File: config.mk
export PLATFORM = sky130hd
export DESIGN_NAME = load_store_unit_flat
export DESIGN_NICKNAME = d
export VERILOG_FILES = /design/src/rtl/load_store_unit_pkg.sv /design/src/rtl/load_store_unit_if.sv /design/src/rtl/load_store_unit_load_align.sv /design/src/rtl/load_store_unit.sv /design/src/flat_wrapper.sv
export SDC_FILE = /design/constraint.sdc
export NUM_CORES = 1
export LEC_CHECK = 0
export ABC_AREA = 0
export BUFFER_PORTS_ARGS = -buffer_cell sky130_fd_sc_hd__buf_2
export CORE_MARGIN = 5
export CORE_UTILIZATION = 45
export DETAILED_ROUTE_END_ITERATION = 7
export PLACE_DENSITY = 0.83
export REMOVE_ABC_BUFFERS = 1
export SKIP_LAST_GASP = 1
export SYNTH_ARGS = -nofsm -noshare
export SYNTH_HDL_FRONTEND = slang
export SYNTH_SLANG_ARGS = --single-unit
File: constraint.sdc
create_clock -name clk -period 2 [get_ports clk]
set_input_delay 0.4 -clock clk [delete_from_list [all_inputs] [get_ports clk]]
set_output_delay 0.4 -clock clk [all_outputs]
set_load 0.02 [all_outputs]
File: src/rtl/load_store_unit_pkg.sv
// Shared types for the load/store unit: FSM encoding, funct3 size/sign codes and decode helpers.
// No logic of its own; imported by the LSU top and the load alignment block.
package load_store_unit_pkg;

    typedef enum logic [1:0] {
        IDLE = 2'd0,
        REQ  = 2'd1,
        RESP = 2'd2
    } lsu_state_t;

    typedef enum logic [1:0] {
        SZ_B = 2'd0,
        SZ_H = 2'd1,
        SZ_W = 2'd2
    } lsu_size_t;

    localparam logic [2:0] F3_B  = 3'b000;
    localparam logic [2:0] F3_H  = 3'b001;
    localparam logic [2:0] F3_W  = 3'b010;
    localparam logic [2:0] F3_BU = 3'b100;
    localparam logic [2:0] F3_HU = 3'b101;

    // Everything the response path needs to recover the load result later.
    typedef struct packed {
        lsu_size_t  size;
        logic       uns;
        logic [1:0] lane;
    } ld_meta_t;

    // Unlisted codes fall through to a full-word access.
    function automatic lsu_size_t f3_size(input logic [2:0] f3);
        case (f3)
            F3_B, F3_BU: return SZ_B;
            F3_H, F3_HU: return SZ_H;
            default:     return SZ_W;
        endcase
    endfunction

    function automatic logic f3_unsigned(input logic [2:0] f3);
        return (f3 == F3_BU) || (f3 == F3_HU);
    endfunction

endpackage

File: src/rtl/load_store_unit_if.sv
// Execute-stage and data-memory signal bundle of the load/store unit.
// slave = LSU view, master = execute stage plus memory environment.
interface load_store_unit_if #(
    parameter int AWIDTH = 32,
    parameter int DWIDTH = 32
);
    logic              req_valid;
    logic              req_ready;
    logic              is_store;
    logic [2:0]        funct3;
    logic [AWIDTH-1:0] addr;
    logic [DWIDTH-1:0] wdata;

    logic              mem_req;
    logic              mem_we;
    logic [3:0]        mem_be;
    logic [AWIDTH-1:0] mem_addr;
    logic [DWIDTH-1:0] mem_wdata;
    logic              mem_gnt;
    logic              mem_rvalid;
    logic [DWIDTH-1:0] mem_rdata;

    logic [DWIDTH-1:0] DataR;
    logic              data_valid;
    logic              stall;
    logic              misaligned;

    modport slave (
        input  req_valid, is_store, funct3, addr, wdata,
        input  mem_gnt, mem_rvalid, mem_rdata,
        output req_ready, mem_req, mem_we, mem_be, mem_addr, mem_wdata,
        output DataR, data_valid, stall, misaligned
    );

    modport master (
        output req_valid, is_store, funct3, addr, wdata,
        output mem_gnt, mem_rvalid, mem_rdata,
        input  req_ready, mem_req, mem_we, mem_be, mem_addr, mem_wdata,
        input  DataR, data_valid, stall, misaligned
    );
endinterface

File: src/rtl/load_store_unit_load_align.sv
// Picks the addressed byte/half out of a 32-bit read word and sign- or zero-extends it.
// Purely combinational, no backpressure.
module load_align
    import load_store_unit_pkg::*;
(
    input  logic [31:0] i_rdata,
    input  logic [1:0]  i_lane,
    input  lsu_size_t   i_size,
    input  logic        i_unsigned,
    output logic [31:0] o_data
);

    logic [7:0]  w_byte;
    logic [15:0] w_half;

    always_comb begin
        w_byte = i_rdata[7:0];
        case (i_lane)
            2'd1:    w_byte = i_rdata[15:8];
            2'd2:    w_byte = i_rdata[23:16];
            2'd3:    w_byte = i_rdata[31:24];
            default: w_byte = i_rdata[7:0];
        endcase
    end

    assign w_half = i_lane[1] ? i_rdata[31:16] : i_rdata[15:0];

    always_comb begin
        o_data = i_rdata;
        case (i_size)
            SZ_B:    o_data = {{24{~i_unsigned & w_byte[7]}}, w_byte};
            SZ_H:    o_data = {{16{~i_unsigned & w_half[15]}}, w_half};
            default: o_data = i_rdata;
        endcase
    end

endmodule

File: src/rtl/load_store_unit.sv
// Load/store unit: one memory op at a time, IDLE -> REQ (until gnt) -> RESP (loads, until rvalid).
// Latency: store 2 cycles accept-to-data_valid, load 3, plus gnt/rvalid wait; stall holds the pipe.
// LSU_MISALIGN_TRAP_EN: trap misaligned H/W with a pulse instead of silently aligning the address.
module load_store_unit
    import load_store_unit_pkg::*;
#(
    parameter int AWIDTH = 32,
    parameter int DWIDTH = 32
) (
    input  logic             clk,
    input  logic             rst_n,
    load_store_unit_if.slave lsu
);

    lsu_state_t        r_state;
    logic              r_mem_req;
    logic              r_we;
    logic [3:0]        r_be;
    logic [AWIDTH-1:0] r_addr;
    logic [DWIDTH-1:0] r_wdata;
    logic [DWIDTH-1:0] r_datar;
    logic              r_data_valid;
    ld_meta_t          r_ld;

    lsu_size_t         w_size;
    logic [1:0]        w_lane;
    logic [3:0]        w_be;
    logic [DWIDTH-1:0] w_wdata;
    logic [DWIDTH-1:0] w_ld_data;
    logic              w_idle;
    logic              w_issue;

    assign w_size = f3_size(lsu.funct3);
    assign w_idle = (r_state == IDLE);

`ifdef LSU_MISALIGN_TRAP_EN
    logic w_mis;
    logic r_misaligned;

    assign w_mis   = ((w_size == SZ_H) && lsu.addr[0]) ||
                     ((w_size == SZ_W) && (lsu.addr[1:0] != 2'b00));
    assign w_lane  = lsu.addr[1:0];
    assign w_issue = w_idle && lsu.req_valid && !w_mis;

    // A trapped op is consumed in IDLE: only the pulse, never a memory request.
    always_ff @(posedge clk or negedge rst_n) begin
        if (!rst_n) begin
            r_misaligned <= 1'b0;
        end else begin
            r_misaligned <= w_idle && lsu.req_valid && w_mis;
        end
    end

    assign lsu.misaligned = r_misaligned;
`else
    // Force natural alignment so lane selection and byte enables stay consistent.
    assign w_lane  = (w_size == SZ_W) ? 2'b00 :
                     (w_size == SZ_H) ? {lsu.addr[1], 1'b0} : lsu.addr[1:0];
    assign w_issue = w_idle && lsu.req_valid;

    assign lsu.misaligned = 1'b0;
`endif

    always_comb begin
        w_be    = 4'b1111;
        w_wdata = lsu.wdata;
        case (w_size)
            SZ_B: begin
                w_be    = 4'b0001 << w_lane;
                w_wdata = {4{lsu.wdata[7:0]}};
            end
            SZ_H: begin
                w_be    = 4'b0011 << {w_lane[1], 1'b0};
                w_wdata = {2{lsu.wdata[15:0]}};
            end
            default: begin
                w_be    = 4'b1111;
                w_wdata = lsu.wdata;
            end
        endcase
    end

    load_align u_load_align (
        .i_rdata    (lsu.mem_rdata),
        .i_lane     (r_ld.lane),
        .i_size     (r_ld.size),
        .i_unsigned (r_ld.uns),
        .o_data     (w_ld_data)
    );

    always_ff @(posedge clk or negedge rst_n) begin
        if (!rst_n) begin
            r_state      <= IDLE;
            r_mem_req    <= 1'b0;
            r_we         <= 1'b0;
            r_be         <= 4'b0000;
            r_addr       <= '0;
            r_wdata      <= '0;
            r_datar      <= '0;
            r_data_valid <= 1'b0;
            r_ld         <= '0;
        end else begin
            r_data_valid <= 1'b0;
            case (r_state)
                IDLE: begin
                    if (w_issue) begin
                        r_state   <= REQ;
                        r_mem_req <= 1'b1;
                        r_we      <= lsu.is_store;
                        r_be      <= w_be;
                        r_addr    <= {lsu.addr[AWIDTH-1:2], 2'b00};
                        r_wdata   <= lsu.is_store ? w_wdata : '0;
                        r_ld      <= '{size: w_size, uns: f3_unsigned(lsu.funct3), lane: w_lane};
                    end
                end
                REQ: begin
                    // rvalid coinciding with gnt belongs to nothing we issued.
                    if (lsu.mem_gnt) begin
                        r_mem_req <= 1'b0;
                        if (r_we) begin
                            r_data_valid <= 1'b1;
                            r_state      <= IDLE;
                        end else begin
                            r_state <= RESP;
                        end
                    end
                end
                RESP: begin
                    if (lsu.mem_rvalid) begin
                        r_datar      <= w_ld_data;
                        r_data_valid <= 1'b1;
                        r_state      <= IDLE;
                    end
                end
                default: begin
                    r_state   <= IDLE;
                    r_mem_req <= 1'b0;
                end
            endcase
        end
    end

    assign lsu.req_ready  = w_idle;
    assign lsu.stall      = !w_idle || lsu.req_valid;
    assign lsu.mem_req    = r_mem_req;
    assign lsu.mem_we     = r_we;
    assign lsu.mem_be     = r_be;
    assign lsu.mem_addr   = r_addr;
    assign lsu.mem_wdata  = r_wdata;
    assign lsu.DataR      = r_datar;
    assign lsu.data_valid = r_data_valid;

endmodule

File: src/flat_wrapper.sv
// flat-port wrapper written by rule: the top's interface ports become plain ports
module load_store_unit_flat import load_store_unit_pkg::*;
#(
    parameter int AWIDTH = 32,
    parameter int DWIDTH = 32
)
  (clk, rst_n, lsu_req_valid, lsu_is_store, lsu_funct3, lsu_addr, lsu_wdata, lsu_mem_gnt, lsu_mem_rvalid, lsu_mem_rdata, lsu_req_ready, lsu_mem_req, lsu_mem_we, lsu_mem_be, lsu_mem_addr, lsu_mem_wdata, lsu_DataR, lsu_data_valid, lsu_stall, lsu_misaligned);
  load_store_unit_if #(.AWIDTH(AWIDTH), .DWIDTH(DWIDTH)) lsu_i ();
  input  logic clk;
  input  logic rst_n;
  input wire logic [$bits(lsu_i.req_valid)-1:0] lsu_req_valid;
  input wire logic [$bits(lsu_i.is_store)-1:0] lsu_is_store;
  input wire logic [$bits(lsu_i.funct3)-1:0] lsu_funct3;
  input wire logic [$bits(lsu_i.addr)-1:0] lsu_addr;
  input wire logic [$bits(lsu_i.wdata)-1:0] lsu_wdata;
  input wire logic [$bits(lsu_i.mem_gnt)-1:0] lsu_mem_gnt;
  input wire logic [$bits(lsu_i.mem_rvalid)-1:0] lsu_mem_rvalid;
  input wire logic [$bits(lsu_i.mem_rdata)-1:0] lsu_mem_rdata;
  output wire logic [$bits(lsu_i.req_ready)-1:0] lsu_req_ready;
  output wire logic [$bits(lsu_i.mem_req)-1:0] lsu_mem_req;
  output wire logic [$bits(lsu_i.mem_we)-1:0] lsu_mem_we;
  output wire logic [$bits(lsu_i.mem_be)-1:0] lsu_mem_be;
  output wire logic [$bits(lsu_i.mem_addr)-1:0] lsu_mem_addr;
  output wire logic [$bits(lsu_i.mem_wdata)-1:0] lsu_mem_wdata;
  output wire logic [$bits(lsu_i.DataR)-1:0] lsu_DataR;
  output wire logic [$bits(lsu_i.data_valid)-1:0] lsu_data_valid;
  output wire logic [$bits(lsu_i.stall)-1:0] lsu_stall;
  output wire logic [$bits(lsu_i.misaligned)-1:0] lsu_misaligned;
  assign lsu_i.req_valid = lsu_req_valid;
  assign lsu_i.is_store = lsu_is_store;
  assign lsu_i.funct3 = lsu_funct3;
  assign lsu_i.addr = lsu_addr;
  assign lsu_i.wdata = lsu_wdata;
  assign lsu_i.mem_gnt = lsu_mem_gnt;
  assign lsu_i.mem_rvalid = lsu_mem_rvalid;
  assign lsu_i.mem_rdata = lsu_mem_rdata;
  assign lsu_req_ready = lsu_i.req_ready;
  assign lsu_mem_req = lsu_i.mem_req;
  assign lsu_mem_we = lsu_i.mem_we;
  assign lsu_mem_be = lsu_i.mem_be;
  assign lsu_mem_addr = lsu_i.mem_addr;
  assign lsu_mem_wdata = lsu_i.mem_wdata;
  assign lsu_DataR = lsu_i.DataR;
  assign lsu_data_valid = lsu_i.data_valid;
  assign lsu_stall = lsu_i.stall;
  assign lsu_misaligned = lsu_i.misaligned;
  load_store_unit #(.AWIDTH(AWIDTH), .DWIDTH(DWIDTH)) u_core (.clk(clk), .rst_n(rst_n), .lsu(lsu_i));
endmodule
==> results of run 1 <==
==> worst max-delay path by stage <==
stage	from	end	slack, ns	depth (start not counted)
2_1_floorplan	u_core.r_state[0]	u_core.lsu.mem_addr[10]	-1.06	4
3_3_place_gp	lsu_mem_rdata[15]	u_core.lsu.DataR[30]	0.16	5
3_5_place_dp	lsu_mem_rdata[31]	u_core.lsu.DataR[19]	0.06	5
4_1_cts	u_core.r_ld[0]	u_core.lsu.DataR[19]	0.12	4
5_1_grt	u_core.r_state[0]	lsu_stall	0.06	4
6_report	u_core.r_state[0]	lsu_stall	0.19	4
==> area by class of cell <==
cell class | count | area share, %
clock buffer | 12 | 3.92
clock inverter | 4 | 0.363
inverter | 6 | 0.344
multi-input combinational | 339 | 33.2
sequential | 108 | 41.3
tap | 140 | 2.68
timing repair buffer | 222 | 18.2
==> state kept, by name, summed over array words and instances (netlist names) <==
signal                 cells
u_core.lsu.mem_we          1
u_core.lsu.data_valid      1
u_core.lsu.mem_req         1
u_core.lsu.mem_addr       30
u_core.r_state             2
u_core.lsu.mem_be          4
u_core.lsu.mem_wdata      32
u_core.r_ld                5
u_core.lsu.DataR          32
==> cell usage after synthesis, types with 6 or more instances <==
master,instances,area (um^2)
o21ai_0,42,210
mux2_2,38,428
a21oi_2,10,87.6
nand2_1,64,240
inv_1,6,22.5
nor2_1,36,135
mux2i_1,21,210
clkbuf_1,22,82.6
a31oi_1,12,75.1
o22a_1,6,52.6
and3_1,6,37.5
nor2b_1,18,113
dfrtp_1,108,2700
a21oi_1,34,170
o31ai_1,16,120
buf_2,6,30.0
a22oi_1,7,52.6
==> cell usage in the layout, fill, tap and decap left out, types with 2 or more instances in the layout <==
cell / count
and3_1: 6
clkbuf_16: 9
ha_1: 3
a22o_1: 2
nand2_1: 63
mux2i_1: 21
conb_1: 3
mux2_2: 38
nor2_1: 36
buf_12: 3
o31ai_1: 16
a31oi_1: 12
a22oi_1: 7
buf_2: 206
a21oi_2: 10
o21ai_0: 42
buf_4: 13
nand2b_1: 4
clkbuf_8: 2
nand3_1: 2
dfrtp_1: 108
clkinv_2: 3
nor2b_1: 17
o22a_1: 6
a221oi_1: 3
a21oi_1: 34
inv_1: 6
==> metrics by stage <==
stage                     instances  cell area, um^2  util, %  total power [mW]
after global routing            831             6550     59.9              11.4
final                           831             6550     59.9              10.7
after floorplan                 453             4880        -              7.02
after CTS                       831             6540     59.8              10.7
after global placement          815             6250     57.2              8.82
after detailed placement        815             6250     57.2              9.04
==> logic make-up (layout without fill, tap and decap cells) <==
kind of cell	Yosys count	in the layout	synth area share, %
other cells	1	3	0.0743
flops	108	108	53.6
simple gates	136	136	11.9
compound gates	138	138	17.2
mux	59	59	12.6
buf+inv	43	244	3.79
fa+ha+maj	3	3	0.744
==> metal layers <==
layer / up-vias / wire (um) / track usage [%]
met5: - / 0 / 0
met4: 0 / 344 / 9.05
met3: 31 / 1670 / 5.80
met2: 277 / 6610 / 33.9
met1: 2190 / 5730 / 27.8
li1: 2108 / - / -
==> power breakdown <==
group          internal [mW]  total, mW  switching, mW
registers               3.23       3.88          0.642
clock network          0.910       1.68          0.770
logic                   1.93       5.13           3.20
==> impl_metrics.yaml, run 1 <==
critical_path:
  critical_path_required_ns: 1.60
  reg2reg_to: "u_core.lsu.DataR[8]"
  timing.rr.start: "u_core.r_ld[3]"
  crit_type: "register to output port"
  worst-path-buf-inv: 2
  setup.reg_to_reg.worst_slack_ns: 0.19
  arrival_ns: 1.41
  end_kind: "output port"
  crit_chain: "inv_1, ha_1, nand2_1, buf_2"
  delay_of_the_slowest_cell_on_the_worst_path_ns: 0.38
  path_delay_family: "flip-flops"
  timing.critical_path.slowest_stage_cell: "dfrtp_1"
  worstSetupStartpointType: "register"
  timing.critical_path.fanout_max: 7
  worst_r2r_path_depth: 4
route:
  avgViaCountPerCell: 5.54
  routed_via_count: 4606
  detail-route-antenna-nets: 0
  drt_wl_total_mm: 14.4
  routedWlPerCell_um: 17.3
  drt-pass1-iter-count: 5
  first_iteration_detailed_routing_drc_count: 548
  drc: 0
clocking:
  clkTransAtPathRegs_ns: 0.07
  post_cts.resized_instances: 0
  clk_path_buf_depth: 2
  cts_max_level: 3
  clock_tree_from_tritoncts: "done"
  clock_latency_ns: 0.34
  clock_sinks: 108
  postCtsSetupRepairBufs: 0
  cts_buffers: 9
  hold_buffers: 0
  clockRootBuffer: "clkbuf_16"
floorplanning:
  core_region_area_mm2: 0.0109
  effective_utilization_at_floorplan_pct: 46.1
  std_cell_rows: 38
  die-area_mm2: 0.0134
  chipHeight_um: 116
  die_width_um: 116
  boundaryPins: 211
status:
  violations_in_the_final_reports: "negative hold slack"
  status: "finished with violations"
logic_synthesis:
  synth_seq_cells: 108
  synth_ff_type: "dfrtp_1"
  synth_warn: 0
  netlist-cell-type-count: 38
  sequential_area_share_after_synthesis_pct: 53.6
  netlist_instances: 488
  netlist_area_mm2: 0.00504
  async_reset_ff_share_pct: 100
  syn_area_per_cell_um2: 10.3
  synth_enable_flop_cells: 0
cells_and_area:
  layout-area-overhead-vs-synth_pct: 29.7
  antenna-diode-count: 0
  sequential_cell_area_mm2: 0.00270
  total_area_of_multi_input_combinational_cells_mm2: 0.00218
  final_layout_size_suffix_gt1_share_pct: 42.0
  final.fill_count: 908
  nets: 794
worst_hold_path:
  min_path_type: "input port to async pin"
pwr:
  power_density_over_the_cells_mw_per_mm2: 1630
  worst_ir_drop_vdd_v: 0.00110
  leakagePower_nw: 3.23
sta:
  timing.hold.ws_ns: -0.00171
  timing.setup.tns_ns: 0
  fin_worst_skew_ns: 0.00419
  worst_slew_margin_rel_pct: 52.4
  timing.final.ws_setup_ns: 0.190
  maxClockFrequency_mhz: 552
  finalSetupViolCount: 0
  worst_margin_slew_ns: 0.714
  report.final.slew_viol_count: 0
  grt_setup_unrepaired: "false"
  fin_crit_sh_pct: 90.5
  timing.final.crit_period_ns: 1.81
  count_of_final_hold_check_violations: 2
placement:
  place_congestion: 0.962
  pre_cts_slack_ns: 0.0649
  io_buffers: 207
  hpwlAfterDp_mm: 10.9
grt:
  grt_max_degree: 54
  first_global_vias: 4674
  antenna_found_initial: 0
  global_route.usage.total_pct: 21.4
  grt_first_pass_wirelength_mm: 22.9
  gr-total-overflow: 0
flow_run:
  maxCapViolations: 0
(Power assumes the default switching activity.)
==> run 2: changes to the inputs <==
==> constraint.sdc (replaced) <==
create_clock -name clk -period 2 [get_ports clk]
set_input_delay 0.3 -clock clk [delete_from_list [all_inputs] [get_ports clk]]
set_output_delay 0.3 -clock clk [all_outputs]
set_load 0.02 [all_outputs]
==> impl_metrics.yaml, run 2 (same netlist as run 1, synthesis figures left out) <==
placement:
  place_congestion: 0.941
  placement.cell_area_mm2: 0.00626
  hpwlAfterDp_mm: 10.8
  pre_cts_slack_ns: 0.184
  io_buffers: 207
  place.detailed.instances: 817
grt:
  grt_max_degree: 57
  met1_usage_in_global_routing_pct: 27.7
  grtUsageMet2_pct: 35.1
  antenna_found_initial: 0
  first_global_vias: 4628
  gr-total-overflow: 0
  global_route.usage.total_pct: 21.8
  globalRouteMet3Util_pct: 6.68
  grt_first_pass_wirelength_mm: 23.1
  grt-busiest-layer: "met2"
sta:
  count_of_final_hold_check_violations: 0
  finalSetupViolCount: 0
  worst_margin_slew_ns: 0.978
  timing.final.crit_period_ns: 1.86
  grt_setup_unrepaired: "false"
  worst_slew_margin_rel_pct: 34.7
  timing.setup.tns_ns: 0
  maxClockFrequency_mhz: 538
  timing.hold.ws_ns: 0.180
  fin_worst_skew_ns: 0.00600
  fin_crit_sh_pct: 93.0
  report.final.slew_viol_count: 0
  timing.final.ws_setup_ns: 0.140
cells_and_area:
  final_util_pct: 60.4
  final_common_cell: "buf_2"
  antenna-diode-count: 0
  nets: 797
  layout.cells.non_filler: 833
  final_layout_size_suffix_gt1_share_pct: 42.0
  final_cell_area_mm2: 0.00660
  layout_common_cells: "buf_2, dfrtp_1, nand2_1"
  layout-area-overhead-vs-synth_pct: 30.8
critical_path:
  setup.reg_to_reg.worst_slack_ns: 0.14
  reg2reg_to: "u_core.lsu.DataR[7]"
  crit_chain: "nor2b_1, a22o_1, a221oi_1, o21ai_0"
  timing.critical_path.fanout_max: 14
  critical_path_required_ns: 2.26
  timing.critical_path.slowest_stage_cell: "nor2b_1"
  timing.rr.start: "u_core.r_ld[1]"
  delay_of_the_slowest_cell_on_the_worst_path_ns: 0.81
  end_kind: "register"
  crit_type: "register to register"
  worstSetupStartpointType: "register"
  arrival_ns: 2.12
  worst_r2r_path_depth: 4
floorplanning:
  std_cell_rows: 38
  core_region_area_mm2: 0.0109
  effective_utilization_at_floorplan_pct: 46.1
  die-area_mm2: 0.0134
  die_width_um: 116
  chipHeight_um: 116
  boundaryPins: 211
pwr:
  leakagePower_nw: 3.25
  worst_ir_drop_vdd_v: 0.000913
  power_density_over_the_cells_mw_per_mm2: 1660
  finalPower_mw: 11.0
route:
  first_iteration_detailed_routing_drc_count: 722
  drt-pass1-iter-count: 6
  drc: 0
  routed_via_count: 4591
  routedWlPerCell_um: 17.3
  drt_wl_total_mm: 14.4
  detail-route-antenna-nets: 0
  avgViaCountPerCell: 5.51
clocking:
  clk_path_buf_depth: 2
  cts_buffers: 9
  clock_latency_ns: 0.35
  clockRootBuffer: "clkbuf_16"
  cts_max_level: 3
  clock_sinks: 108
  clkTransAtPathRegs_ns: 0.07
  clock_tree_from_tritoncts: "done"
status:
  status: "completed"
worst_hold_path:
  min_path_type: "input port to register"
  destination_of_the_worst_hold_path: "u_core.lsu.mem_addr[30]"
  holdPathStages: 2
  min-delay-start: "lsu_addr[30]"
flow_run:
  maxCapViolations: 0
[run 2: cell types whose count changed in the layout (fill, tap and decap cells not counted), sizes merged]
cell | before | now
bufinv | 0 | 2
clkinv | 4 | 1
dlygate4sd3 | 0 | 1
clkbuf | 12 | 11
buf | 222 | 224
clkinvlp | 0 | 1
[run 2: area by class of cell]
type                    count  area [um^2]
inverters                   6         22.5
clock inverters             4         72.6
well taps                 140          175
repair buffers            225         1200
multi-input cells         339         2170
fillers                   912         4340
clock buffers              11          253
flip-flops and latches    108         2700
[run 2: worst max-delay path: cells and delay by family, from the launching register on]
family / cells / cell delay [ns]
compound gates: 3 / 0.50
simple gates: 1 / 0.81
flops: 1 / 0.46
[run 2: how the worst max path moves through the flow]
stage | from | cells past startpoint | end
floorplan | u_core.r_state[0] | 4 | u_core.lsu.mem_addr[10]
global placement | u_core.r_ld[0] | 4 | u_core.lsu.DataR[30]
detailed placement | u_core.r_ld[0] | 4 | u_core.lsu.DataR[17]
CTS | u_core.r_ld[0] | 4 | u_core.lsu.DataR[19]
global route | u_core.r_ld[1] | 4 | u_core.lsu.DataR[0]
finish | u_core.r_ld[1] | 4 | u_core.lsu.DataR[7]
[run 2: timing repair]
item	in CTS	in global routing
gates resized for setup	0	1
endpoints found under the hold margin	36	0
setup endpoints to repair	0	2
hold buffers	1	0
setup buffers	0	0
[run 2: power breakdown]
group	internal (mW)	leakage [nW]	switching, mW	total [mW]
Combinational	1.94	1.78	3.19	5.14
Clock	1.16	0.158	0.792	1.95
Sequential	3.23	1.31	0.644	3.88
[run 2: per-layer routing]
metal,part of all wire (%),up-vias
met2,46,293
met1,40,2156
li1,-,2115
met4,1.9,0
met3,13,27
met5,0,-
